`config.mk`:
```
export PLATFORM = sky130hd
export DESIGN_NAME = serial_subtractor
export DESIGN_NICKNAME = d
export VERILOG_FILES = /design/src/rtl/serial_subtractor.sv
export SDC_FILE = /design/constraint.sdc
export NUM_CORES = 1
export LEC_CHECK = 0
export BUFFER_PORTS_ARGS = -buffer_cell sky130_fd_sc_hd__buf_2
export CORE_MARGIN = 2
export CORE_UTILIZATION = 50
export CTS_CLUSTER_SIZE = 25
export DETAILED_ROUTE_END_ITERATION = 10
export PLACE_DENSITY = 0.81
export SLEW_MARGIN = 0
export SYNTH_ARGS = -nofsm -noshare
export SYNTH_HDL_FRONTEND = slang
export SYNTH_SLANG_ARGS = --single-unit
```
`constraint.sdc`:
```
create_clock -name clk -period 2.4 [get_ports clk]
set_clock_uncertainty 0.05 [all_clocks]
set_input_delay 0.72 -clock clk [delete_from_list [all_inputs] [get_ports clk]]
set_output_delay 0.72 -clock clk [all_outputs]
set_load 0.01 [all_outputs]
```
`src/rtl/serial_subtractor.sv`:
```
// Bit-serial two's-complement subtractor: diff = a - b, LSB first, one bit per clock.
// start/busy/done handshake; results are held in output registers until the next commit.
module serial_subtractor #(
  parameter int NUM_BITS = 8
) (
  input  logic                clk,
  input  logic                n_rst,
  input  logic                start,
  input  logic [NUM_BITS-1:0] a,
  input  logic [NUM_BITS-1:0] b,
  output logic                busy,
  output logic                done,
  output logic [NUM_BITS-1:0] diff,
  output logic                borrow_out,
  output logic                overflow
);

  localparam int CNT_W = (NUM_BITS > 1) ? $clog2(NUM_BITS) : 1;
  localparam logic [CNT_W-1:0] LAST_BIT = CNT_W'(NUM_BITS - 1);

  typedef enum logic [1:0] {
    IDLE = 2'd0,
    RUN  = 2'd1,
    DONE = 2'd2
  } state_t;

  state_t state, state_next;

  logic                load;
  logic                step;
  logic                commit;

  logic [NUM_BITS-1:0] a_sr;
  logic [NUM_BITS-1:0] b_sr;
  logic [NUM_BITS-1:0] res_sr;
  logic [NUM_BITS-1:0] res_next;
  logic [CNT_W-1:0]    cnt;
  logic                brw;
  logic                brw_next;
  logic                d_bit;
  logic [1:0]          fs;

  // Returns {borrow_out, difference} of x - y - bin.
  function automatic logic [1:0] full_sub(input logic x, input logic y, input logic bin);
    logic dif;
    logic bout;
    dif  = x ^ y ^ bin;
    bout = (~x & y) | (~(x ^ y) & bin);
    return {bout, dif};
  endfunction

  always_ff @(posedge clk or negedge n_rst) begin
    if (!n_rst) begin
      state <= IDLE;
    end else begin
      state <= state_next;
    end
  end

  always_comb begin
    state_next = state;
    load       = 1'b0;
    step       = 1'b0;
    commit     = 1'b0;
    case (state)
      IDLE, DONE: begin
        if (start) begin
          load       = 1'b1;
          state_next = RUN;
        end else begin
          state_next = IDLE;
        end
      end
      RUN: begin
        step = 1'b1;
        if (cnt == LAST_BIT) begin
          commit     = 1'b1;
          state_next = DONE;
        end
      end
      default: state_next = IDLE;
    endcase
  end

  assign fs       = full_sub(a_sr[0], b_sr[0], brw);
  assign d_bit    = fs[0];
  assign brw_next = fs[1];
  assign res_next = {d_bit, res_sr[NUM_BITS-1:1]};

  // Bit-serial datapath: operand shifters, borrow flop, result shifter and bit counter.
  always_ff @(posedge clk or negedge n_rst) begin
    if (!n_rst) begin
      a_sr   <= '0;
      b_sr   <= '0;
      res_sr <= '0;
      brw    <= 1'b0;
      cnt    <= '0;
    end else if (load) begin
      a_sr   <= a;
      b_sr   <= b;
      res_sr <= '0;
      brw    <= 1'b0;
      cnt    <= '0;
    end else if (step) begin
      a_sr   <= a_sr >> 1;
      b_sr   <= b_sr >> 1;
      res_sr <= res_next;
      brw    <= brw_next;
      cnt    <= cnt + CNT_W'(1);
    end
  end

  // Result registers change only on the commit edge; flags come from the MSB step.
  always_ff @(posedge clk or negedge n_rst) begin
    if (!n_rst) begin
      diff       <= '0;
      borrow_out <= 1'b0;
      overflow   <= 1'b0;
    end else if (commit) begin
      diff       <= res_next;
      borrow_out <= brw_next;
      overflow   <= brw ^ brw_next;
    end
  end

  // Handshake outputs are registered from the next state so they align with it.
  always_ff @(posedge clk or negedge n_rst) begin
    if (!n_rst) begin
      busy <= 1'b0;
      done <= 1'b0;
    end else begin
      busy <= (state_next == RUN);
      done <= (state_next == DONE);
    end
  end

endmodule
```
# --- After elaboration in Yosys (flattened, before gate mapping) ---
# Index checks and enable logic that the tools add are counted.
classes:
  add_sub_neg: 1
  n_eq_ne: 5
  mux: 18
  bitwise_logic: 8
  n_reduce_logical: 3
ops:
  columns: ["cell", "count"]
  rows:
  - ["two-way mux 8 bit", 6]
  - ["two-way mux 1 bit", 8]
  - ["two-way mux 3 bit", 2]
  - ["== test 2 x 1 -> 1 bit (second input constant)", 2]
  - ["== test 2 bit (second input constant)", 2]
  - ["case mux 2 bit (2 select lines)", 1]
  - ["adder 3 x 1 -> 3 bit (second input constant)", 1]
  - ["== test 3 bit (second input constant)", 1]
  - ["XOR 1 bit", 3]
  - ["AND 1 bit", 2]
  - ["logical NOT 2 bit", 1]
  - ["two-way mux 2 bit", 1]
  - ["inverter 1 bit", 2]
  - ["nonzero test 2 bit", 1]
  - ["OR reduction 2 bit", 1]
  - ["OR 1 bit", 1]
word_totals:
  register_bits: 42

# --- Logic depth before layout (Yosys ltp) ---
# Gate-level depths: netlist of the first run.
logic_depth:
  word_depth: 6
  ltp_mapped: 5
  mapped_depth_nobuf: 5

# --- Least setup slack after synthesis of the first run ---
# No wires, ideal clock.
synth_path:
  path_kind: "register to register"
  startpoint: "reg cnt[0]"
  endpoint: "reg borrow_out"
  setup_time_ns: 0.125
  arrival_ns: 1.324
  path_slack_ns: 0.901
  path_stages_with_launch: 6
  n_path_buf: 1
  synth_period_minus_slack_ns: 1.499
  cell_sequence: "dfrtp_1 -> ha_1 -> ha_1 -> nand3b_4 -> buf_6 -> mux2_4"
synth_via:
  elab_chain_len: 3
synth_rtl:
  columns: ["element", "line", "rtl"]
  rows:
  - ["start: declaration", "37", "logic [CNT_W-1:0] cnt;"]
  - ["start signal: assignment", "109", "cnt <= cnt + CNT_W'(1);"]
  - ["== test 3 bit", "76", "if (cnt == LAST_BIT) begin"]
  - ["two-way mux 1 bit", "76", null]
  - ["two-way mux 1 bit", "65", "case (state)"]
  - ["end signal: assignment", "121", "borrow_out <= brw_next;"]
  - ["end: declaration", "14", "output logic borrow_out,"]
# Every way passes these cells.
# A chain may end at the register's enable or synchronous reset.

# --- Final worst setup path of the first run ---
layout_path:
  startpoint: "reg cnt[0]"
  endpoint: "reg overflow"
layout_via:
  elab_chain_len: 3
layout_rtl:
  columns: ["element", "line", "rtl"]
  rows:
  - ["== test 3 bit", "76", null]
  - ["two-way mux 1 bit", "76", null]
  - ["two-way mux 1 bit", "65", null]
  - ["end signal: assignment", "122", "overflow <= brw ^ brw_next;"]
  - ["end: declaration", "15", "output logic overflow"]
# Every way passes these cells.

==> results by group, run 1 <==
Outcome
  • Status: finished, final reports clean

Cells and area
  • # diodes: 0
  • Fraction of layout cells with a size suffix above 1: between 30% and 40%
  • Nets@finish: between 150 and 200
  • Fin cells: 226
  • Area grow syn2layout: 11.0%

Clock tree
  • Cts repair resizes: 0
  • Postcts setup bufs: 0
  • CTS buffer count: 5
  • Clock net sink count: 41
  • CTS Hold Bufs: 0
  • Worst-skew pair later-pin latency: 290 ps
  • Reg clk slew, reported paths: 70 ps
  • Clk buf depth: 2
  • Htree depth: 2
  • CTS tree: yes
  • Root Driver: clkbuf_8

Flow run
  • MaxCap Viol Count: 0

Placement
  • Port Buf Inserts: 30
  • Dpl hpwl: between 2000 and 2500 um
  • GPL Wtd Cong: 0.745
  • Post-Place Cells: ~220

Die
  • Die Area: 4710 um2
  • Initial Util: 52.2%
  • Core ar.: ~4000 um2
  • Die Width: 68.6 um
  • # IOs: 31
  • Die H: roughly 69 um
  • Rows: 23

Routing
  • DRC: 0
  • Routed Antenna Nets: 0
  • DRT Pass-1 Iters: 4
  • DR vias/cell: 5.49
  • Met2 WL: 1560 um
  • DRT met1 WL: 1520 um
  • Routed vias: 1241
  • Highest Signal Layer: met4
  • Drt total wl: 3300 um
  • Routed wl met3: between 150 and 200 um
  • Iteration-0 DRC Markers: 14
  • DR WL/cell: 14.6 um

Power and ir drop
  • LEAKAGE: 1.23 nW
  • PD cells: 1180 nW/um2
  • Int Power: around 1.8 mW
  • Switch share: 32.3%
  • Tot Pwr: 2.73 mW
  • Peak supply drop: 0.487 mV
  • Clock power frac: 16.4%
  • Comb power frac: 39.4%
  • Sequential share of power: between 40% and 50%
  • P_sw: 0.882 mW

Critical path
  • Critical Path, Cell by Cell: ha_1 -> ha_1 -> nand3b_4 -> inv_1 -> mux2_2
  • WS Path Type: flop to flop
  • CP Max Fanout: 11
  • Cell mode on critical path: ha_1
  • CP max stage delay: approximately 400 ps
  • Critical Path Sink Type: flop
  • Worst Path Arrival: ~1800 ps
  • Worst Path Required: 2530 ps
  • Critical path's slowest cell: dfrtp_1
  • Startpoint Class: flop

Timing
  • Hold Violations, Final: 0
  • Min Tclk post-route: 1620 ps
  • Final setup violation count: 0
  • Slew headroom: 55.7%
  • Final TNS setup: 0 ps
  • RSZ-0062 raised after global routing: no
  • Period utilization: approximately 68%
  • Max frequency: ~620 MHz
  • Worst slew pin tran: ~660 ps
  • Max Slew Vio Count: 0

Yosys
  • Cell area after synthesis: 2090 um2
  • Synth area leader: dfrtp_1
  • Post-synth EDFFs: 0
  • Synthesized area per cell: 14.3 um2
  • Synth warn: 0
  • Commonest cells post-synth: mux2i_1 (45), dfrtp_1 (41), mux2_4 (14), a22o_1 (10)
  • Async SR Flop Fraction: between 90% and 100%
  • Most numerous cell in the Yosys netlist: mux2i_1
  • Net Count, Synth: 168
  • Cell variety after synth: 21
  • Synth Flop Type: dfrtp_1
  • Syn Inst Count: 146
  • Area share of the largest cell type after synthesis: 49.1%
  • Synth top area cells: dfrtp_1 (49%), mux2i_1 (22%), mux2_4 (10%)
  • Synthesized flop and latch total: 41
  • Register area share after synthesis: 49.1%

Global route
  • Antenna violations before repair: 0
  • Grt ovf: 0
  • Via count of the first global-routing pass: 1207
  • First-pass GRT wire length: 5430 um
  • Largest net degree at the start of global routing: 42
  • Overall routing resource usage: ~16%

Hold path
  • Hold Path Class: input pin to async pin
layer usage:
layer,up-vias,global-route usage [%]
li1,583,-
met5,-,0
met1,623,19.6
met3,7,3.90
met2,28,25.5
met4,0,8.25
stage by stage:
stage                     setup WS [ps]  utilization, %  cell area [um2]  hold slack [ps]
after floorplan                     901               -             2090              374
after global placement              710            55.8             2230              441
after detailed placement            686            55.8             2230              446
after CTS                           751            58.0             2320              450
after global routing                699            58.0             2320              466
final                               775            58.0             2320              430
power by group through the flow:
stage	sequential [mW]	clock [mW]	combinational (mW)
finish	1.21	0.446	1.07
floorplan	1.19	0	0.887
global route	1.25	0.488	1.19
global placement	1.20	0	1.04
CTS	1.21	0.460	1.10
detailed placement	1.22	0	1.09
path summary, 6_finish.rpt:
check,startpoint,end,slack (ps),cells after the start
setup / recovery,cnt[0],overflow,780,5
hold / removal,n_rst,diff[1],430,2
setup reg to reg,cnt[0],overflow,780,5
hold reg to reg,diff[3],diff[3],460,1
max in group asynchronous,n_rst,diff[7],1520,2
min in group clk,diff[3],diff[3],460,1
layout by cell type (no fill, tap or decap):
cell,synthesis,final
nor2_1,2,2
clkbuf_8,0,6
a32o_1,1,1
inv_1,4,4
a22o_1,10,10
mux2_1,3,3
buf_4,2,4
mux2_4,14,14
dfrtp_1,41,41
xor2_1,1,1
nand3_1,2,2
mux2_2,3,3
mux2i_1,45,45
nand3b_4,1,1
clkbuf_1,0,1
ha_1,2,2
xnor2_1,1,1
fa_1,1,1
o21ai_0,2,2
nand2b_1,2,2
buf_2,4,30
sequential cells by signal (all words and copies together) (netlist names):
signal / cells
overflow: 1
brw: 1
res_sr: 7
state: 2
diff: 8
borrow_out: 1
cnt: 3
busy: 1
b_sr: 8
done: 1
a_sr: 8
critical path: cells and delay by family, from the launching register on:
kind                     cells  cell delay (ps)
flip-flops                   1              400
adder cells (fa/ha/maj)      2              360
multiplexers                 1              340
AND/OR/NAND/NOR              1              210
buffers and inverters        1              160
final cells by class:
type / instances / area, um2
clock buffer: 7 / 86.3
tap: 50 / 62.6
sequential: 41 / 1030
timing repair buffer: 34 / 180
fill: 336 / 1680
inverter: 4 / 15.0
multi-input combinational: 90 / 948
cell families (layout without fill, tap and decap cells):
| kind of cell | count (synthesis) | after routing | synth area share, % |
|---|---|---|---|
| xor+xnor | 2 | 2 | 0.838 |
| fa+ha+maj | 3 | 3 | 2.16 |
| simple gates | 7 | 7 | 2.40 |
| compound gates | 13 | 13 | 5.15 |
| buf+inv | 15 | 45 | 5.51 |
| mux | 65 | 65 | 34.8 |
| flops | 41 | 41 | 49.1 |
No activity file was read; power rests on OpenSTA's default activity.
==> run 2: changes to the inputs <==
Settings changed: ABC_AREA set to 1, PLACE_DENSITY 0.81 to 0.83.
Clock period 2.4 ns to 1.6 ns, I/O delays scaled along.
==> run 2 against run 1 <==
Compared with the run above:
- register-to-register slack got worse by 580 ps
- critical path depth fell by 4
- first-iteration DRC count rose to 3.6 times the previous value
- die area fell by 15%
- largest power group unchanged
==> results by group, run 2 <==
Critical path
  • Critical path depth in cells: 1 (-4)
  • Critical Path, Cell by Cell: buf_2
  • Worst R2R Path Depth: 6 (+1)
  • R2r setup slk: 200 ps (-580 ps)
  • Worst reg2reg path endpoint: diff[2]
  • Worst Path Arrival: 870 ps (-890 ps)
  • Top Family by Delay on Critical Path: flip-flops
  • WS Path Type: flop to output port
  • CP Max Fanout: 2 (-9)
  • Crit path buf inv count: 1 (unchanged)
  • Startpoint Class: flop
  • Critical Path Sink Type: output port
  • FF-to-FF Start: cnt[0]
  • CP max stage delay: 400 ps (about the same)
  • Worst Path Required: 1070 ps (-1460 ps)
  • Critical path's slowest cell: dfrtp_1

Cells and area
  • # diodes: 0 (unchanged)
  • Commonest non-fill, non-tap cell in the layout: nand2_1
  • Post-Layout Inst Area: 2080 um2 (-10%)
  • Fraction of layout cells with a size suffix above 1: 20.3% (-13 points)
  • Area grow syn2layout: 19.0%
  • Biggest regs: a_sr (8), b_sr (8), diff (8)
  • Highest-count cells in the layout ignoring fill and taps: nand2_1 (89), dfrtp_1 (41), nand3_1 (39)
  • Nets@finish: 262 (+32%)

Yosys
  • Syn Inst Count: 203 (+39%)
  • Register area share after synthesis: 58.7% (+9.6 points)
  • Synth Flop Type: dfrtp_1
  • Area share of the largest cell type after synthesis: 58.7% (+9.6 points)
  • Synthesized flop and latch total: 41 (unchanged)
  • Post-synth EDFFs: 0 (unchanged)
  • Synth warn: 0 (unchanged)
  • Cell variety after synth: 14 (-33%)
  • Commonest cells post-synth: nand2_1 (89), dfrtp_1 (41), nand3_1 (39), inv_1 (10), buf_2 (7)
  • Synth top area cells: dfrtp_1 (59%), nand2_1 (19%), nand3_1 (11%)
  • Synth area leader: dfrtp_1
  • Net Count, Synth: 225 (+34%)
  • Cell area after synthesis: 1750 um2 (-16%)
  • Async SR Flop Fraction: 100% (unchanged)
  • Most numerous cell in the Yosys netlist: nand2_1
  • Synthesized area per cell: 8.61 um2 (-40%)

Routing
  • DRC: 0 (unchanged)
  • DR vias/cell: 5.05 (-8.1%)
  • Routed vias: 1448 (+17%)
  • DRT Pass-1 Iters: 4 (unchanged)
  • DR WL/cell: 11.8 um (-19%)
  • Routed Antenna Nets: 0 (unchanged)
  • Drt total wl: 3390 um (+2.9%)
  • Iteration-0 DRC Markers: 51 (+37)

Clock tree
  • Worst-skew pair later-pin latency: 340 ps (+50 ps)
  • Postcts setup bufs: 0 (unchanged)
  • Clk buf depth: 2 (unchanged)
  • Reg clk slew, reported paths: 120 ps (+50 ps)
  • Root Driver: clkbuf_4
  • CTS tree: yes
  • Clock net sink count: 41 (unchanged)
  • Htree depth: 2 (unchanged)
  • CTS buffer count: 5 (unchanged)

Timing
  • Max frequency: 712 MHz
  • Period utilization: between 80% and 90%
  • Worst slew pin tran: 356 ps (-306 ps)
  • Min Tclk post-route: 1400 ps
  • Min Hold Slack: 279 ps (-151 ps)
  • Slew headroom: 76.3% (+21 points)
  • Final setup violation count: 0 (unchanged)
  • Hold Violations, Final: 0 (unchanged)
  • RSZ-0062 raised after global routing: no
  • Max Slew Vio Count: 0 (unchanged)

Power and ir drop
  • PD cells: 1950 nW/um2 (+66%)
  • Comb power frac: 39.3% (about the same)
  • LEAKAGE: 1.14 nW (-6.9%)
  • Sequential share of power: 43.5% (-0.8 points)
  • Switch share: 38.6% (+6.3 points)
  • Int Power: 2.50 mW (+35%)
  • Peak supply drop: 0.811 mV (+67%)
  • Tot Pwr: 4.06 mW (+49%)
  • P_sw: 1.57 mW (+78%)
  • Clock power frac: 17.2% (+0.8 points)

Die
  • Initial Util: 52.4% (+0.14 points)
  • Die Width: 63.1 um (-8.0%)
  • Core ar.: 3340 um2 (-17%)
  • Rows: 21 (-8.7%)
  • # IOs: 31 (unchanged)
  • Die H: 63.1 um (-8.0%)
  • Die Area: 3980 um2 (-15%)

Global route
  • Overall routing resource usage: 20.0% (+4.2 points)
  • Via count of the first global-routing pass: 1422 (+18%)
  • Grt ovf: 0 (unchanged)
  • First-pass GRT wire length: 6150 um (+13%)
  • Largest net degree at the start of global routing: 31 (-26%)
  • Antenna violations before repair: 0 (unchanged)

Placement
  • Dpl hpwl: 2310 um (+1.0%)
  • Cell area after placement: 1980 um2 (-11%)
  • Port Buf Inserts: 30 (unchanged)
  • GPL Wtd Cong: 0.791 (+6.3%)

Hold path
  • Hold Path Class: input pin to flop
  • Hold EP: b_sr[7]
  • Min-delay src: b[7]
  • Worst Hold Path Cells: 3

Outcome
  • Status: finished, final reports clean

Flow run
  • MaxCap Viol Count: 0 (unchanged)
## run 2: layout make-up
type	count	area, um2
clock buffer	7	55.1
clock inverter	1	30.0
fill	307	1260
inverter	10	37.5
multi-input combinational	142	634
sequential	41	1030
tap	46	57.6
timing repair buffer	40	240
## run 2: layer usage
metal / up-vias / track usage, % / part of all wire (%)
li1: 718 / - / -
met5: - / 0 / 0
met3: 8 / 5.18 / 4.8
met2: 46 / 32.0 / 49
met4: 0 / 10.0 / 2.3
met1: 676 / 25.2 / 44
## run 2: worst max path at each step
stage | to | startpoint | slack (ps)
after floorplan | diff[7] | cnt[0] | 290
after global placement | diff[3] | cnt[0] | 40
after detailed placement | diff[3] | cnt[0] | -80
after CTS | diff[2] | cnt[0] | 80
after global routing | diff[2] | cnt[0] | 40
final | diff[6] | diff[6] | 200
## run 2: logic make-up after synthesis
| logic type | after synthesis | synth area share [%] |
|---|---|---|
| DFF | 41 | 58.7 |
| adders and majority gates | 3 | 2.58 |
| AOI/OAI and AO/OA | 5 | 1.43 |
| buffers and inverters | 20 | 5.44 |
| and+or+nand+nor | 134 | 31.9 |
## run 2: timing repair
action,4_1_cts,5_1_grt
endpoints found under the hold margin,13,0
endpoints found under the setup margin,10,10
cloned,0,0
pin swaps,0,0
resized for setup,1,1
hold buffers,1,0
## run 2: power groups by stage
stage	logic [mW]	registers [mW]	clock network (mW)
after global routing	1.85	1.83	0.772
after detailed placement	1.58	1.78	0
after global placement	1.52	1.76	0
after floorplan	1.08	1.80	0
after CTS	1.59	1.76	0.706
final	1.60	1.77	0.699
## run 2: stage by stage
| step | std cells | setup TNS (ps) | utilization (%) | setup slack [ps] |
|---|---|---|---|---|
| global placement | 278 | 0 | 59.3 | 38.9 |
| CTS | 287 | 0 | 62.2 | 76.8 |
| floorplan | 203 | 0 | - | 290 |
| detailed placement | 278 | -530 | 59.3 | -76.6 |
| global route | 287 | 0 | 62.4 | 43.7 |
| finish | 287 | 0 | 62.4 | 196 |
